## src/rtl/regfile_wb_arbiter_pkg.sv

```systemverilog
// ---------------------------------------------------------------------------
// regfile_wb_arbiter_pkg
//   Shared definitions for the register-file writeback arbiter slice.
//   - Default register-file geometry (register count, pending counter width)
//   - Register address and data widths
//   - Writeback source encoding (ALU / LSU), also used as the arbiter
//     request/grant bit index and as the round-robin pointer value
//   - Writeback result record and the "is this register tracked" helper
// ---------------------------------------------------------------------------
package regfile_wb_arbiter_pkg;

    localparam int NR_REG_DEFAULT = 16;
    localparam int PEND_W_DEFAULT = 2;
    localparam int REG_AW         = 5;
    localparam int DATA_W         = 32;

    // Source encoding doubles as the bit position in req/gnt vectors.
    typedef enum logic {
        SRC_ALU = 1'b0,
        SRC_LSU = 1'b1
    } wb_src_e;

    typedef struct packed {
        logic [REG_AW-1:0] rd;
        logic [DATA_W-1:0] data;
    } wb_result_t;

    // x0 is hardwired zero and addresses at or beyond nr_reg do not exist,
    // so neither is ever written nor tracked by the pending scoreboard.
    function automatic logic reg_tracked(input logic [REG_AW-1:0] rd,
                                         input int                nr_reg);
        return (rd != '0) && (int'(rd) < nr_reg);
    endfunction

endpackage

```

## src/rtl/regfile_wb_arbiter_rr_arb2.sv

```systemverilog
// ---------------------------------------------------------------------------
// rr_arb2
//   Two-requester round-robin arbiter. Grant is combinational from the
//   request vector and the pointer; the pointer moves to the other requester
//   after every grant so a continuously requesting source cannot starve the
//   other one.
//
// Ports:
//   clk  - clock
//   rst  - synchronous active-high reset (pointer returns to SRC_ALU)
//   req  - request vector, indexed by wb_src_e
//   gnt  - one-hot (or zero) grant vector, indexed by wb_src_e
// ---------------------------------------------------------------------------
module rr_arb2
    import regfile_wb_arbiter_pkg::*;
(
    input  logic       clk,
    input  logic       rst,
    input  logic [1:0] req,
    output logic [1:0] gnt
);

    wb_src_e ptr_reg;
    wb_src_e ptr_next;

    // The pointer only matters when both sources request; a lone requester
    // is always granted.
    always_comb begin
        gnt = 2'b00;
        if (req[SRC_ALU] && (!req[SRC_LSU] || ptr_reg == SRC_ALU)) begin
            gnt[SRC_ALU] = 1'b1;
        end else if (req[SRC_LSU]) begin
            gnt[SRC_LSU] = 1'b1;
        end
    end

    always_comb begin
        ptr_next = ptr_reg;
        if (gnt[SRC_ALU]) begin
            ptr_next = SRC_LSU;
        end else if (gnt[SRC_LSU]) begin
            ptr_next = SRC_ALU;
        end
    end

    always_ff @(posedge clk) begin
        if (rst) begin
            ptr_reg <= SRC_ALU;
        end else begin
            ptr_reg <= ptr_next;
        end
    end

endmodule

```

## src/rtl/regfile_wb_arbiter.sv

```systemverilog
// ---------------------------------------------------------------------------
// regfile_wb_arbiter
//   Write-side companion of the integer register file. Merges ALU and LSU
//   writeback results onto the single register-file write port and keeps a
//   per-register pending-write scoreboard so decode can detect RAW hazards.
//
// Parameters:
//   NR_REG  - number of architectural registers (x0 never tracked)
//   PEND_W  - width of each pending counter; 2^PEND_W-1 writes in flight
//
// Ports:
//   clk, rst                       - clock, synchronous active-high reset
//   iss_valid/iss_ready/iss_rd     - destination reservation from issue
//   alu_valid/alu_ready/alu_rd/alu_data - ALU writeback source
//   lsu_valid/lsu_ready/lsu_rd/lsu_data - load writeback source
//   wen/waddr/wdata                - registered register-file write port
//   raddr1/raddr2                  - decode read addresses
//   busy1/busy2                    - read address has a pending write
// ---------------------------------------------------------------------------
module regfile_wb_arbiter
    import regfile_wb_arbiter_pkg::*;
#(
    parameter int NR_REG = NR_REG_DEFAULT,
    parameter int PEND_W = PEND_W_DEFAULT
) (
    input  logic              clk,
    input  logic              rst,

    input  logic              iss_valid,
    output logic              iss_ready,
    input  logic [REG_AW-1:0] iss_rd,

    input  logic              alu_valid,
    output logic              alu_ready,
    input  logic [REG_AW-1:0] alu_rd,
    input  logic [DATA_W-1:0] alu_data,

    input  logic              lsu_valid,
    output logic              lsu_ready,
    input  logic [REG_AW-1:0] lsu_rd,
    input  logic [DATA_W-1:0] lsu_data,

    output logic              wen,
    output logic [REG_AW-1:0] waddr,
    output logic [DATA_W-1:0] wdata,

    input  logic [REG_AW-1:0] raddr1,
    input  logic [REG_AW-1:0] raddr2,
    output logic              busy1,
    output logic              busy2
);

    // -----------------------------------------------------------------------
    // Writeback arbitration
    // -----------------------------------------------------------------------
    logic [1:0] wb_req;
    logic [1:0] wb_gnt;
    wb_result_t wb_sel;
    logic       wb_fire;
    logic       wb_commit;

    assign wb_req[SRC_ALU] = alu_valid;
    assign wb_req[SRC_LSU] = lsu_valid;

    rr_arb2 u_rr_arb2 (
        .clk (clk),
        .rst (rst),
        .req (wb_req),
        .gnt (wb_gnt)
    );

    // Ready is the grant itself, so a grant is always a completed transfer.
    assign alu_ready = wb_gnt[SRC_ALU];
    assign lsu_ready = wb_gnt[SRC_LSU];
    assign wb_fire   = |wb_gnt;

    always_comb begin
        if (wb_gnt[SRC_LSU]) begin
            wb_sel.rd   = lsu_rd;
            wb_sel.data = lsu_data;
        end else begin
            wb_sel.rd   = alu_rd;
            wb_sel.data = alu_data;
        end
    end

    // Results for x0 or non-existent registers are consumed but dropped.
    assign wb_commit = wb_fire && reg_tracked(wb_sel.rd, NR_REG);

    // -----------------------------------------------------------------------
    // Registered write port. Address/data only change on a real write so the
    // port holds its last value while idle.
    // -----------------------------------------------------------------------
    logic              wen_reg;
    logic [REG_AW-1:0] waddr_reg;
    logic [DATA_W-1:0] wdata_reg;

    always_ff @(posedge clk) begin
        if (rst) begin
            wen_reg   <= 1'b0;
            waddr_reg <= '0;
            wdata_reg <= '0;
        end else begin
            wen_reg <= wb_commit;
            if (wb_commit) begin
                waddr_reg <= wb_sel.rd;
                wdata_reg <= wb_sel.data;
            end
        end
    end

    assign wen   = wen_reg;
    assign waddr = waddr_reg;
    assign wdata = wdata_reg;

    // -----------------------------------------------------------------------
    // Pending-write scoreboard
    // -----------------------------------------------------------------------
    logic              iss_fire;
    logic [NR_REG-1:0] pend_nz;
    logic [NR_REG-1:0] pend_full;

    assign iss_fire = iss_valid && iss_ready;

    genvar gi;
    generate
        for (gi = 0; gi < NR_REG; gi++) begin : g_pend
            if (gi == 0) begin : g_x0
                assign pend_nz[gi]   = 1'b0;
                assign pend_full[gi] = 1'b0;
            end else begin : g_cnt
                logic [PEND_W-1:0] count_reg;
                logic [PEND_W-1:0] count_next;
                logic              inc;
                logic              dec;

                assign inc = iss_fire && (iss_rd == REG_AW'(gi));
                // Retire on the same edge the register file captures the
                // value, so busy falls exactly when the data is readable.
                assign dec = wen_reg && (waddr_reg == REG_AW'(gi));

                always_comb begin
                    count_next = count_reg;
                    if (inc && !dec) begin
                        count_next = count_reg + 1'b1;
                    end else if (dec && !inc) begin
                        // Underflow is a protocol error; hold at zero.
                        if (count_reg != '0) begin
                            count_next = count_reg - 1'b1;
                        end
                    end
                end

                always_ff @(posedge clk) begin
                    if (rst) begin
                        count_reg <= '0;
                    end else begin
                        count_reg <= count_next;
                    end
                end

                assign pend_nz[gi]   = |count_reg;
                assign pend_full[gi] = &count_reg;

                a_no_underflow : assert property (
                    @(posedge clk) disable iff (rst)
                    !(dec && !inc && count_reg == '0)
                );
            end
        end
    endgenerate

    // -----------------------------------------------------------------------
    // Address lookups. Untracked addresses never match a set bit (entry 0 is
    // constant zero and out-of-range addresses match no entry), so they read
    // as not busy and never block issue.
    // -----------------------------------------------------------------------
    logic busy1_w;
    logic busy2_w;
    logic iss_full_w;

    always_comb begin
        busy1_w    = 1'b0;
        busy2_w    = 1'b0;
        iss_full_w = 1'b0;
        for (int i = 0; i < NR_REG; i++) begin
            if (raddr1 == REG_AW'(i)) busy1_w    = busy1_w    | pend_nz[i];
            if (raddr2 == REG_AW'(i)) busy2_w    = busy2_w    | pend_nz[i];
            if (iss_rd == REG_AW'(i)) iss_full_w = iss_full_w | pend_full[i];
        end
    end

    assign busy1     = busy1_w;
    assign busy2     = busy2_w;
    assign iss_ready = !iss_full_w;

endmodule

```

## config.mk

```make
export PLATFORM = sky130hd
export DESIGN_NAME = regfile_wb_arbiter
export DESIGN_NICKNAME = d
export VERILOG_FILES = /design/src/rtl/regfile_wb_arbiter_pkg.sv /design/src/rtl/regfile_wb_arbiter_rr_arb2.sv /design/src/rtl/regfile_wb_arbiter.sv
export SDC_FILE = /design/constraint.sdc
export NUM_CORES = 1
export LEC_CHECK = 0
export ABC_AREA = 1
export CORE_UTILIZATION = 40
export CTS_CLUSTER_SIZE = 14
export DETAILED_ROUTE_END_ITERATION = 10
export GPL_ROUTABILITY_DRIVEN = 0
export MAX_ROUTING_LAYER = met4
export PLACE_DENSITY = 0.7
export SYNTH_ARGS = -nofsm -noshare
export SYNTH_HDL_FRONTEND = slang
export SYNTH_SLANG_ARGS = --single-unit
export TNS_END_PERCENT = 5
```

## constraint.sdc

```tcl
create_clock -name clk -period 3.4 [get_ports clk]
set_clock_uncertainty 0.05 [all_clocks]
set_input_delay 1.02 -clock clk [delete_from_list [all_inputs] [get_ports clk]]
set_output_delay 1.02 -clock clk [all_outputs]
set_load 0.01 [all_outputs]
```

==> results of run 1 <==
[cells in the mapped netlist]
library cell	n	area share [%]
inv_1	85	7.1
o22ai_1	1	0.14
xor2_1	8	1.6
o22ai_2	1	0.28
or2_2	7	0.98
nand2_2	2	0.28
buf_6	3	0.75
inv_2	1	0.084
o21ai_0	20	2.2
dfxtp_1	69	31
o211ai_1	1	0.17
a21boi_4	1	0.42
nor2_1	117	9.8
nand2_1	265	22
o21ai_4	1	0.36
buf_2	5	0.56
nor3_1	7	0.78
nand3b_1	33	5.5
ha_1	15	4.2
clkbuf_1	15	1.3
a21oi_1	36	4.0
o2111ai_1	1	0.20
clkinv_1	2	0.17
clkinv_2	1	0.11
a211oi_1	3	0.50
nand4_1	7	0.98
nand3_1	25	2.8
and2_1	1	0.14
a221oi_1	9	1.8
[report_power, final]
group	total (mW)	internal [mW]	switching (mW)
registers	0.880	0.853	0.0274
clock network	0.736	0.413	0.323
logic	0.521	0.274	0.247
[worst min-delay path, delay by kind of cell (launching register included)]
family / cells / cell delay, ns
flops: 1 / 0.31
buf+inv: 1 / 0.06
simple gates: 1 / 0.05
[worst min-delay path by stage]
stage,end,slack [ns],start,cells after the start
finish,waddr[4],0.41,waddr[4],2
detailed placement,waddr[4],0.40,waddr[4],2
CTS,waddr[4],0.41,waddr[4],2
floorplan,g_pend[4].g_cnt.count_reg[1],0.39,g_pend[4].g_cnt.count_reg[1],2
global route,wdata[22],0.45,wdata[22],2
global placement,waddr[4],0.40,waddr[4],2
[metrics by stage]
stage | total power [mW] | area (sq um)
2_1_floorplan | 1.14 | 4490
6_report | 2.14 | 6520
4_1_cts | 2.15 | 6490
5_1_grt | 2.26 | 6520
3_5_place_dp | 1.42 | 6250
3_3_place_gp | 1.41 | 6250
[area by class of cell]
cell class	instances	area (sq um)
sequential	69	1380
clock buffer	10	128
clock inverter	6	87.6
fill	1012	4370
timing repair buffer	181	1710
multi-input combinational	561	2700
tap	140	175
inverter	89	335
[cells in the final DEF, fill, tap and decap left out, types with 3 or more instances in the layout]
cell,count
a211oi_1,3
a21oi_1,34
a221oi_1,9
buf_4,44
clkbuf_2,3
clkbuf_8,9
clkdlybuf4s50_1,119
clkinv_2,3
dfxtp_1,69
dlymetal6s2s_1,7
ha_1,15
inv_1,81
inv_2,5
nand2_1,264
nand2_2,3
nand3_1,23
nand3b_1,33
nand4_1,7
nor2_1,109
nor2_2,7
nor3_1,7
o21ai_0,20
or2_2,7
xor2_1,8
[kinds of logic (layout without fill, tap and decap cells)]
| group | after synthesis | after routing | share of synthesized area [%] |
|---|---|---|---|
| simple gates | 464 | 464 | 43.4 |
| buf+inv | 112 | 286 | 10.0 |
| compound gates | 74 | 74 | 10.1 |
| flops | 69 | 69 | 30.8 |
| fa+ha+maj | 15 | 15 | 4.18 |
| xor+xnor | 8 | 8 | 1.56 |
[layer usage]
metal | up-vias | GRT usage [%]
met2 | 183 | 41.9
li1 | 2665 | -
met5 | - | -
met4 | 0 | 8.22
met1 | 2250 | 27.7
met3 | 31 | 6.57
[repair_timing]
action,CTS,global route
buffers inserted,1,0
gates resized for setup,29,21
pin swaps,2,2
endpoints found under the setup margin,3,5
gates cloned,0,0
==> metrics.md, run 1 <==
| Metric | Value |
|---|---|
| Status | `finished, final reports clean` |
| Initial drt markers | `between 200 and 250` |
| Setup crit start kind | `primary input` |
| CTS Buf Count | `9` |
| Max VDD drop | `around 0.2 mV` |
| Die ar. | `around 12000 sq um` |
| Final Critical Period | `between 3 and 4 ns` |
| Worst R2R Path Depth | `13` |
| CP delay by family, top | `buffers and inverters` |
| Non-Filler Instances | `about 1100` |
| H-tree Lvls | `3` |
| Critical path data required time | `roughly 2.3 ns` |
| Dpl cells | `between 1000 and 1500` |
| Die width | `108 um` |
| Hold buffers post-CTS | `0` |
| Crit path depth | `10` |
| Post-Syn Nets | `851` |
| DRT Wirelength | `13.5 mm` |
| Met2 WL | `6.51 mm` |
| Met1 wire length | `around 5.8 mm` |
| Critical Path, Cell by Cell | `clkdlybuf4s50_1 > inv_1 > nor2_2 > nand2_1 > nand2_1 > nand2_1 > nand2_1 > a21oi_2 > a21oi_2 > buf_2` |
| Yosys reg bits | `just under 70` |
| Clock Latency Late Sink | `0.36 ns` |
| Fmax | `297 MHz` |
| CTS sink cnt | `69` |
| Layout cells sized above 1 | `between 10% and 20%` |
| Worst Path Max Fanout | `4` |
| Hold Crit Class | `reg -> reg` |
| Seq/Total Area, Yosys | `30.8%` |
| Hold_ws | `~0.41 ns` |
| Clk slew on worst S/H paths | `about 0.07 ns` |
| Post-place setup slack | `-0.588 ns` |
| CORE AREA | `roughly 11000 sq um` |
| Starting Density | `between 40% and 50%` |
| Die Ht | `~110 um` |
| Slew HR | `between 60% and 70%` |
| Final period utilization | `99.1%` |
| R2r startpoint | `g_pend[7].g_cnt.count_reg[0]` |
| Worst-Margin Slew | `0.511 ns` |
| Kind of critical path | `in -> out` |
| Root Buffer | `clkbuf_8` |
| DR WL met3 | `around 940 um` |
| Vias per cell | `4.86` |
| First-pass GRT wire length | `roughly 22 mm` |
| FP Rows | `38` |
| Port Buffer Count | `between 100 and 150` |
| Top Metal Used | `met4` |
| CP max stage cell | `clkdlybuf4s50_1` |
| Detail Route Antenna Nets | `0` |
| Number of global-route vias before repair | `approximately 4800` |
| Crit path to | `busy2` |
| Final #Nets | `approximately 1000` |
| CP most frequent cell | `nand2_1` |
| RR Endpoint | `g_pend[1].g_cnt.count_reg[1]` |
| Crit end category | `output pin` |
| GRT Total Usage | `24.5%` |
| Area delta synth->final | `45.2%` |
| Setup-failing EPs final | `0` |
| Max FFs per register | `32` |
| Leak | `3.16 nW` |
| Pwr dens | `approximately 330 nW/um^2` |
| CTS tree | `done` |
| DPL Wire Length | `10.8 mm` |
| Antenna cells | `0` |
| Final hold violations | `0` |
| RSZ-0062 raised after global routing | `yes` |
| Synth Cell Area | `4490 sq um` |
| GRT Residual Overflow | `0` |
| Drt pass-1 iters | `5` |
| Crit path from | `raddr2[0]` |
| Avg Inst Size Synth | `~6.1 sq um` |
| Largest net degree at the start of global routing | `35` |
| TNS Setup | `0 ns` |
| Synth cell types | `29` |
| Slew Viols, Final | `0` |
| R2R Setup Slk | `about 1.0 ns` |
| Finished Core Util | `59.9%` |
| Post-synthesis cell count | `742` |
| Vias | `between 5000 and 6000` |
| Clk buf depth | `2` |
| Initial antenna violation count | `0` |
| Crit path buffers/inverters | `3` |
| Ys Warns | `0` |
| # DRC | `0` |
| Worst setup margin | `0.0321 ns` |
| Max Cap Viol | `0` |
| DR WL/cell | `between 10 and 15 um` |
| Top Ports | `137` |
| CP Data Arrival Time | `about 2.3 ns` |
| CP peak stage delay | `approximately 0.48 ns` |
(Power assumes the default switching activity.)
==> run 2, diff against run 1 <==
--- a/config.mk
+++ b/config.mk
@@ -12,6 +12,7 @@
 export GPL_ROUTABILITY_DRIVEN = 0
 export MAX_ROUTING_LAYER = met4
 export PLACE_DENSITY = 0.7
+export SLEW_MARGIN = 20
 export SYNTH_ARGS = -nofsm -noshare
 export SYNTH_HDL_FRONTEND = slang
 export SYNTH_SLANG_ARGS = --single-unit
==> results of run 2 <==
No change in the layout: final DEF, timing and power equal those of run 1.
